===== config.mk =====
export PLATFORM = sky130hd
export DESIGN_NAME = wb_sram_slave_flat
export DESIGN_NICKNAME = d
export VERILOG_FILES = /design/src/rtl/wb_sram_pkg.sv /design/src/rtl/if_wb.sv /design/src/rtl/wb_sram_slave.sv /design/src/flat_wrapper.sv
export SDC_FILE = /design/constraint.sdc
export NUM_CORES = 1
export LEC_CHECK = 0
export CORE_MARGIN = 2
export CORE_UTILIZATION = 36
export DETAILED_ROUTE_END_ITERATION = 7
export GPL_TIMING_DRIVEN = 1
export PLACE_DENSITY = 0.73
export SLEW_MARGIN = 10
export SYNTH_ARGS = -nofsm -noshare
export SYNTH_HDL_FRONTEND = slang
export SYNTH_SLANG_ARGS = --single-unit

===== constraint.sdc =====
create_clock -name clk_i -period 10.1 [get_ports clk_i]
set_input_delay 2.02 -clock clk_i [delete_from_list [all_inputs] [get_ports clk_i]]
set_output_delay 2.02 -clock clk_i [all_outputs]
set_load 0.005 [all_outputs]

===== src/rtl/wb_sram_pkg.sv =====
// wb_sram_pkg: shared types and constants for the Wishbone-to-SRAM slave.
// Build option WB_SRAM_SEL_SKIP_EN: write phases with no byte selects are skipped.
package wb_sram_pkg;

    typedef enum logic [2:0] {
        S_IDLE,
        S_LO,
        S_GAP,
        S_HI,
        S_ACK
    } state_t;

    // One 32-bit bus word maps onto two 16-bit SRAM half-words
    localparam int   NUM_PHASES = 2;
    localparam logic HW_LO      = 1'b0;
    localparam logic HW_HI      = 1'b1;

`ifdef WB_SRAM_SEL_SKIP_EN
    localparam bit SEL_SKIP = 1'b1;
`else
    localparam bit SEL_SKIP = 1'b0;
`endif

    // A phase touches the SRAM unless it is a write with no byte selected
    // and skipping is built in. Reads always run both phases.
    function automatic logic phase_runs(input logic we, input logic [1:0] sel2);
        return !SEL_SKIP || !we || (|sel2);
    endfunction

endpackage


===== src/rtl/if_wb.sv =====
// if_wb: pipelined Wishbone bundle, 32-bit data with four byte selects.
// Data runs on two separate nets (dat_w master->slave, dat_r slave->master);
// blocks alias them to local names so no modport expressions are needed.
interface if_wb #(
    parameter int AW = 20
) ();
    logic          cyc;
    logic          stb;
    logic          we;
    logic [AW-1:0] adr;
    logic [3:0]    sel;
    logic [31:0]   dat_w;
    logic [31:0]   dat_r;
    logic          ack;
    logic          stall;

    modport master (output cyc, stb, we, adr, sel, dat_w, input dat_r, ack, stall);
    modport slave  (input cyc, stb, we, adr, sel, dat_w, output dat_r, ack, stall);
endinterface


===== src/rtl/wb_sram_slave.sv =====
// wb_sram_slave: pipelined Wishbone slave serving a 16-bit asynchronous SRAM.
// Each word is a low half-word phase, a one-cycle gap, then a high half-word
// phase, each WAIT cycles long; one request outstanding, back-pressure via stall.
// Build option WB_SRAM_SEL_SKIP_EN: skip write phases whose byte selects are zero.
module wb_sram_slave
    import wb_sram_pkg::*;
#(
    parameter int AWIDTH = 20,
    parameter int WAIT   = 2
) (
    input  logic              clk_i,
    input  logic              rst_i,
    if_wb.slave               bus,
    output logic [AWIDTH-2:0] sram_adr,
    input  logic [15:0]       sram_dq_i,
    output logic [15:0]       sram_dq_o,
    output logic              sram_dq_oe,
    output logic              sram_ce_n,
    output logic              sram_oe_n,
    output logic              sram_we_n,
    output logic              sram_lb_n,
    output logic              sram_ub_n
);

    localparam int CW = $clog2(WAIT + 1);
    localparam int WW = AWIDTH - 2;

    if (WAIT < 2) begin : g_bad_wait
        $error("wb_sram_slave: WAIT must be at least 2");
    end

    // Bus data aliased to local names; outputs driven from registers
    logic [31:0] wb_dat_i;
    logic [31:0] wb_dat_o;
    logic        ack_q;
    logic        stall_q;

    assign wb_dat_i  = bus.dat_w;
    assign bus.dat_r = wb_dat_o;
    assign bus.ack   = ack_q;
    assign bus.stall = stall_q;

    // Byte offset within the word is meaningless to a word-wide slave
    logic unused_adr_lsb;
    assign unused_adr_lsb = ^bus.adr[1:0];

    state_t          state, state_n;
    logic [CW-1:0]   cnt, cnt_n;
    logic            we_q, keep_q;
    logic [WW-1:0]   adr_q;
    logic [3:0]      sel_q;
    logic [31:0]     wdat_q;
    logic [15:0]     rd_lo;

    logic            accept, last;
    logic            we_v, keep_v, lo_run, hi_run;
    logic [WW-1:0]   adr_v;
    logic [3:0]      sel_v;
    logic [31:0]     wdat_v;

    logic            in_ph, hi_ph;
    logic [1:0]      sel2;
    logic [WW:0]     adr_nx;
    logic [15:0]     dq_nx;
    logic            dq_oe_nx, ce_nx, oe_nx, we_nx, lb_nx, ub_nx;
    logic            ack_nx, stall_nx, rd_load;

    assign accept = (state == S_IDLE) && bus.cyc && bus.stb;
    assign last   = (cnt == CW'(WAIT));

    // Request fields as they will be after this edge (fresh on accept)
    assign we_v   = accept ? bus.we              : we_q;
    assign adr_v  = accept ? bus.adr[AWIDTH-1:2] : adr_q;
    assign sel_v  = accept ? bus.sel             : sel_q;
    assign wdat_v = accept ? wb_dat_i            : wdat_q;
    assign lo_run = phase_runs(we_v, sel_v[1:0]);
    assign hi_run = phase_runs(we_v, sel_v[3:2]);

    // Master still wants the answer: cleared for good once cyc drops mid-access
    assign keep_v = (accept || keep_q) && bus.cyc;

    // Next state, wait counter, and next values of all registered outputs
    always_comb begin
        state_n = state;
        cnt_n   = cnt;
        unique case (state)
            S_IDLE: begin
                if (accept) begin
                    cnt_n = CW'(1);
                    if (lo_run)      state_n = S_LO;
                    else if (hi_run) state_n = S_HI;
                    else             state_n = S_ACK;
                end
            end
            S_LO: begin
                if (last) state_n = hi_run ? S_GAP : S_ACK;
                else      cnt_n   = cnt + CW'(1);
            end
            S_GAP: begin
                state_n = S_HI;
                cnt_n   = CW'(1);
            end
            S_HI: begin
                if (last) state_n = S_ACK;
                else      cnt_n   = cnt + CW'(1);
            end
            S_ACK:   state_n = S_IDLE;
            default: state_n = S_IDLE;
        endcase

        in_ph = (state_n == S_LO) || (state_n == S_HI);
        hi_ph = (state_n == S_HI);
        sel2  = hi_ph ? sel_v[3:2] : sel_v[1:0];

        // Address and write data hold outside phases so they stay stable past we_n
        adr_nx   = in_ph ? {adr_v, (hi_ph ? HW_HI : HW_LO)} : sram_adr;
        dq_nx    = (in_ph && we_v) ? (hi_ph ? wdat_v[31:16] : wdat_v[15:0]) : sram_dq_o;
        ce_nx    = !in_ph;
        oe_nx    = !(in_ph && !we_v);
        // Write strobe skips the first phase cycle so address settles first
        we_nx    = !(in_ph && we_v && (cnt_n >= CW'(2)));
        dq_oe_nx = !we_nx;
        lb_nx    = !(in_ph && (!we_v || sel2[0]));
        ub_nx    = !(in_ph && (!we_v || sel2[1]));

        ack_nx   = (state_n == S_ACK) && keep_v;
        stall_nx = (state_n != S_IDLE);
        rd_load  = ack_nx && !we_v;
    end

    // FSM state and wait-state counter
    always_ff @(posedge clk_i or posedge rst_i) begin
        if (rst_i) begin
            state <= S_IDLE;
            cnt   <= '0;
        end else begin
            state <= state_n;
            cnt   <= cnt_n;
        end
    end

    // Request capture, abort tracking and low half-word read capture
    always_ff @(posedge clk_i or posedge rst_i) begin
        if (rst_i) begin
            we_q   <= 1'b0;
            adr_q  <= '0;
            sel_q  <= '0;
            wdat_q <= '0;
            keep_q <= 1'b0;
            rd_lo  <= '0;
        end else begin
            if (accept) begin
                we_q   <= bus.we;
                adr_q  <= bus.adr[AWIDTH-1:2];
                sel_q  <= bus.sel;
                wdat_q <= wb_dat_i;
            end
            keep_q <= keep_v;
            if (state == S_LO && last && !we_q) rd_lo <= sram_dq_i;
        end
    end

    // Registered bus and SRAM pins; reset parks every strobe inactive
    always_ff @(posedge clk_i or posedge rst_i) begin
        if (rst_i) begin
            ack_q      <= 1'b0;
            stall_q    <= 1'b0;
            wb_dat_o   <= '0;
            sram_adr   <= '0;
            sram_dq_o  <= '0;
            sram_dq_oe <= 1'b0;
            sram_ce_n  <= 1'b1;
            sram_oe_n  <= 1'b1;
            sram_we_n  <= 1'b1;
            sram_lb_n  <= 1'b1;
            sram_ub_n  <= 1'b1;
        end else begin
            ack_q      <= ack_nx;
            stall_q    <= stall_nx;
            if (rd_load) wb_dat_o <= {sram_dq_i, rd_lo};
            sram_adr   <= adr_nx;
            sram_dq_o  <= dq_nx;
            sram_dq_oe <= dq_oe_nx;
            sram_ce_n  <= ce_nx;
            sram_oe_n  <= oe_nx;
            sram_we_n  <= we_nx;
            sram_lb_n  <= lb_nx;
            sram_ub_n  <= ub_nx;
        end
    end

endmodule


===== src/flat_wrapper.sv =====
// flat-port wrapper written by rule: the top's interface ports become plain ports
module wb_sram_slave_flat import wb_sram_pkg::*;
#(
    parameter int AWIDTH = 20,
    parameter int WAIT   = 2
)
  (clk_i, rst_i, sram_adr, sram_dq_i, sram_dq_o, sram_dq_oe, sram_ce_n, sram_oe_n, sram_we_n, sram_lb_n, sram_ub_n, bus_cyc, bus_stb, bus_we, bus_adr, bus_sel, bus_dat_w, bus_dat_r, bus_ack, bus_stall);
  if_wb #(.AW((20))) bus_i ();
  input  logic clk_i;
  input  logic rst_i;
  output logic [AWIDTH-2:0] sram_adr;
  input  logic [15:0] sram_dq_i;
  output logic [15:0] sram_dq_o;
  output logic sram_dq_oe;
  output logic sram_ce_n;
  output logic sram_oe_n;
  output logic sram_we_n;
  output logic sram_lb_n;
  output logic sram_ub_n;
  input wire logic [$bits(bus_i.cyc)-1:0] bus_cyc;
  input wire logic [$bits(bus_i.stb)-1:0] bus_stb;
  input wire logic [$bits(bus_i.we)-1:0] bus_we;
  input wire logic [$bits(bus_i.adr)-1:0] bus_adr;
  input wire logic [$bits(bus_i.sel)-1:0] bus_sel;
  input wire logic [$bits(bus_i.dat_w)-1:0] bus_dat_w;
  output wire logic [$bits(bus_i.dat_r)-1:0] bus_dat_r;
  output wire logic [$bits(bus_i.ack)-1:0] bus_ack;
  output wire logic [$bits(bus_i.stall)-1:0] bus_stall;
  assign bus_i.cyc = bus_cyc;
  assign bus_i.stb = bus_stb;
  assign bus_i.we = bus_we;
  assign bus_i.adr = bus_adr;
  assign bus_i.sel = bus_sel;
  assign bus_i.dat_w = bus_dat_w;
  assign bus_dat_r = bus_i.dat_r;
  assign bus_ack = bus_i.ack;
  assign bus_stall = bus_i.stall;
  wb_sram_slave #(.AWIDTH(AWIDTH), .WAIT(WAIT)) u_core (.clk_i(clk_i), .rst_i(rst_i), .bus(bus_i), .sram_adr(sram_adr), .sram_dq_i(sram_dq_i), .sram_dq_o(sram_dq_o), .sram_dq_oe(sram_dq_oe), .sram_ce_n(sram_ce_n), .sram_oe_n(sram_oe_n), .sram_we_n(sram_we_n), .sram_lb_n(sram_lb_n), .sram_ub_n(sram_ub_n));
endmodule

==> impl_metrics.py <==
metrics = {
    "layout": {
        "num-fill-cells": 1441,
        "final_layout_size_suffix_gt1_share_pct": 16.1,
        "area_delta_synth_final_pct": 36.5,
        "final_area_sq_um": 8350,
        "nets": 742,
        "finish.utilization_pct": 50.3,
        "diodes": 0,
    },
    "logic_synthesis": {
        "synth_cell_type_count": 36,
        "synth_top_area_share_pct": 60.2,
        "synthTopCellsByArea": "dfrtp_1 (60%), mux2_2 (9.9%), nand2_1 (9.9%)",
        "yosysTopAreaCell": "dfrtp_1",
        "syn_inst": 518,
        "async_flop_share_pct": 100,
        "synth_edf_count": 0,
        "ys_warn_count": 0,
        "ys_seq_area_share_pct": 62.3,
        "synth_top_cells_by_count": "nand2_1 (162), dfrtp_1 (147), mux2_2 (54)",
        "yosysMostFrequentCell": "nand2_1",
        "synth_fp_nets": 597,
        "syn_area_per_cell_sq_um": 11.8,
        "synth_area_sq_um": 6110,
        "synth-seq-cells": 152,
        "synth_ff_type": "dfrtp_1",
    },
    "clock_tree": {
        "cts_tree": "yes",
        "cts_made_buffers": 17,
        "cts-htree-levels": 4,
        "cts_sinks": 152,
        "cts_setup_buffers": 0,
        "clk_pin_slew_worst_paths_ps": 70,
        "cts-root-buf": "clkbuf_16",
        "insertion_delay_ps": 420,
        "hold_buffers": 0,
        "ctsResizeCount": 0,
        "clock_path_buffers": 2,
    },
    "route": {
        "finalWirelength_mm": 14.2,
        "post_drt_wl_per_cell_um": 15.9,
        "dr.pass1.iters": 5,
        "postRouteAntennaNets": 0,
        "vias": 4344,
        "route.detailed.drc": 0,
        "drt_iter0_drc": 183,
        "viasPerCell": 4.85,
    },
    "floorplanning": {
        "coreArea_sq_um": 16600,
        "die-area_sq_um": 18000,
        "die_h_um": 134,
        "core.rowCount": 47,
        "die_w_um": 134,
        "ios": 152,
        "initial_core_util_pct": 36.9,
    },
    "timing": {
        "min_period_over_period_pct": 40.8,
        "fin_setup_tns_ps": 0,
        "skew_ps": 12.5,
        "tightest_slew_ps": 1010,
        "clock.fmax_mhz": 242,
        "hold_viol": 0,
        "final.min_clock_period_ps": 4120,
        "relSlewSlack_pct": 32.9,
        "setup_violations": 0,
        "rsz0062_at_grt": "no",
        "finalMaxSlewViolations": 0,
    },
    "critical_path": {
        "startpoint_type": "primary input",
        "path_max_fanout": 25,
        "rr_startpoint": "u_core.cnt[0]",
        "worstReg2RegEnd": "u_core.sram_dq_o[14]",
        "cp-endpoint": "u_core.sram_dq_o[0]",
        "ff2ff_path_depth": 7,
        "required_ps": 10400,
        "critical_path.startpoint": "bus_cyc",
        "critPathCaptureType": "register",
        "cp.arrival_ps": 4430,
        "r2r_setup_slack_ps": 7140,
        "timing_worst_setup_path_type": "primary input to register",
    },
    "pwr": {
        "switching_share_pct": 33.1,
        "p_clk_share_pct": 23.9,
        "p_leak_nw": 3.87,
        "ir_drop_mv": 0.115,
        "p_int_mw": 1.67,
        "combPwrFrac_pct": 36.1,
        "p_per_area_nw_per_um2": 299,
        "power_frac_seq_pct": 40.0,
        "power.switching_mw": 0.827,
        "p_total_mw": 2.50,
    },
    "grt": {
        "grt_pass1_wl_mm": 23.3,
        "antenna_found_initial": 0,
        "grt.overflow.total": 0,
        "grt_pass1_vias": 4514,
        "grt.total_usage_pct": 16.6,
        "grt_max_degree": 80,
    },
    "job": {
        "maxCapViolCount": 0,
    },
    "outcome": {
        "outcome": "completed",
    },
    "hold_path": {
        "hold_class": "register to register",
    },
    "placed_design": {
        "gp_congestion": 0.778,
        "place_area_sq_um": 7790,
        "dp_hpwl_mm": 9.82,
        "numPortBuffers": 149,
    },
}
state kept, by name (all words and copies together) (netlist names):
| signal | flops |
|---|---|
| u_core.bus.dat_r | 32 |
| u_core.sram_ce_n | 1 |
| u_core.adr_q | 18 |
| u_core.bus.ack | 1 |
| u_core.sram_dq_oe | 1 |
| u_core.sram_dq_o | 16 |
| u_core.sram_we_n | 1 |
| u_core.sel_q | 4 |
| u_core.state | 3 |
| u_core.sram_oe_n | 1 |
| u_core.keep_q | 1 |
| u_core.we_q | 1 |
| u_core.wdat_q | 32 |
| u_core.sram_lb_n | 1 |
| u_core.sram_adr | 19 |
| u_core.rd_lo | 16 |
| u_core.sram_ub_n | 1 |
| u_core.bus.stall | 1 |
| u_core.cnt | 2 |
through the flow:
step | setup WS [ps] | std cells | hold slack, ps
2_1_floorplan | 4000 | 518 | 437
3_3_place_gp | 5520 | 864 | 449
3_5_place_dp | 5490 | 864 | 455
4_1_cts | 5940 | 896 | 471
5_1_grt | 5790 | 896 | 483
6_report | 5980 | 896 | 469
worst max-delay path: stages:
cell,delay (ps)
clkdlybuf4s50_1,490
nand2_1,160
a221oi_2,260
buf_4,330
inv_2,260
nor2_4,480
mux2_2,400
per-layer routing:
metal,global-route usage [%],share of wire [%]
met5,0,0
met4,4.50,0.88
met3,4.88,5.3
met2,27.3,48
met1,21.6,45
worst min-delay path by stage:
stage                     slack (ps)           endpoint  cells past startpoint         startpoint
after floorplan                  440  u_core.wdat_q[17]                      2  u_core.wdat_q[17]
after global placement           450  u_core.wdat_q[19]                      2  u_core.wdat_q[19]
after detailed placement         450  u_core.wdat_q[19]                      2  u_core.wdat_q[19]
after CTS                        470  u_core.wdat_q[19]                      2  u_core.wdat_q[19]
after global routing             480    u_core.sel_q[2]                      2    u_core.sel_q[2]
final                            470    u_core.sel_q[2]                      2    u_core.sel_q[2]
layout make-up:
cell class / instances / area [sq um] / share of cell area, %
clock buffer: 18 / 429 / 5.14
clock inverter: 14 / 130 / 1.56
inverter: 7 / 31.3 / 0.375
multi-input combinational: 330 / 2130 / 25.6
sequential: 152 / 3810 / 45.7
tap: 220 / 275 / 3.30
timing repair buffer: 155 / 1540 / 18.4
placed cells by master, fill, tap and decap left out, types with 2 or more instances in the layout:
cell             Yosys  routed
mux2_2              54      54
nor2_1               5       5
o22ai_1              2       2
clkinv_4             0       3
buf_4                0       6
o31ai_1              2       2
dfrtp_1            147     147
nand2_1            162     162
inv_6                0       6
and3_1               9       9
clkinvlp_4           0       2
a31oi_1              9       9
dfstp_2              5       5
ha_1                 2       2
inv_2                2       2
nor2b_1              2       2
mux2_1              30      30
a21oi_1              8       8
o221a_2              5       5
inv_8                0       4
clkbuf_16            0      17
a211oi_1             9       9
o21ai_0             17      17
inv_1                5       4
clkdlybuf4s50_1      0     149
power by group through the flow:
stage | logic [mW] | clock network (mW) | registers, mW
after floorplan | 0.523 | 0 | 0.985
after global placement | 0.878 | 0 | 0.992
after detailed placement | 0.910 | 0 | 1.01
after CTS | 0.913 | 0.613 | 0.999
after global routing | 0.999 | 0.642 | 1.03
final | 0.901 | 0.597 | 0.998
kinds of logic (layout without fill, tap and decap cells):
logic type | after synthesis | after routing | share of synthesized area (%)
flip-flops | 152 | 152 | 62.3
buffers and inverters | 36 | 194 | 2.76
multiplexers | 85 | 85 | 15.6
adder cells (fa/ha/maj) | 2 | 2 | 0.409
AO/OA/AOI/OAI | 57 | 57 | 6.35
AND/OR/NAND/NOR | 186 | 186 | 12.5
Note: power is estimated with default switching activity, not from simulation.
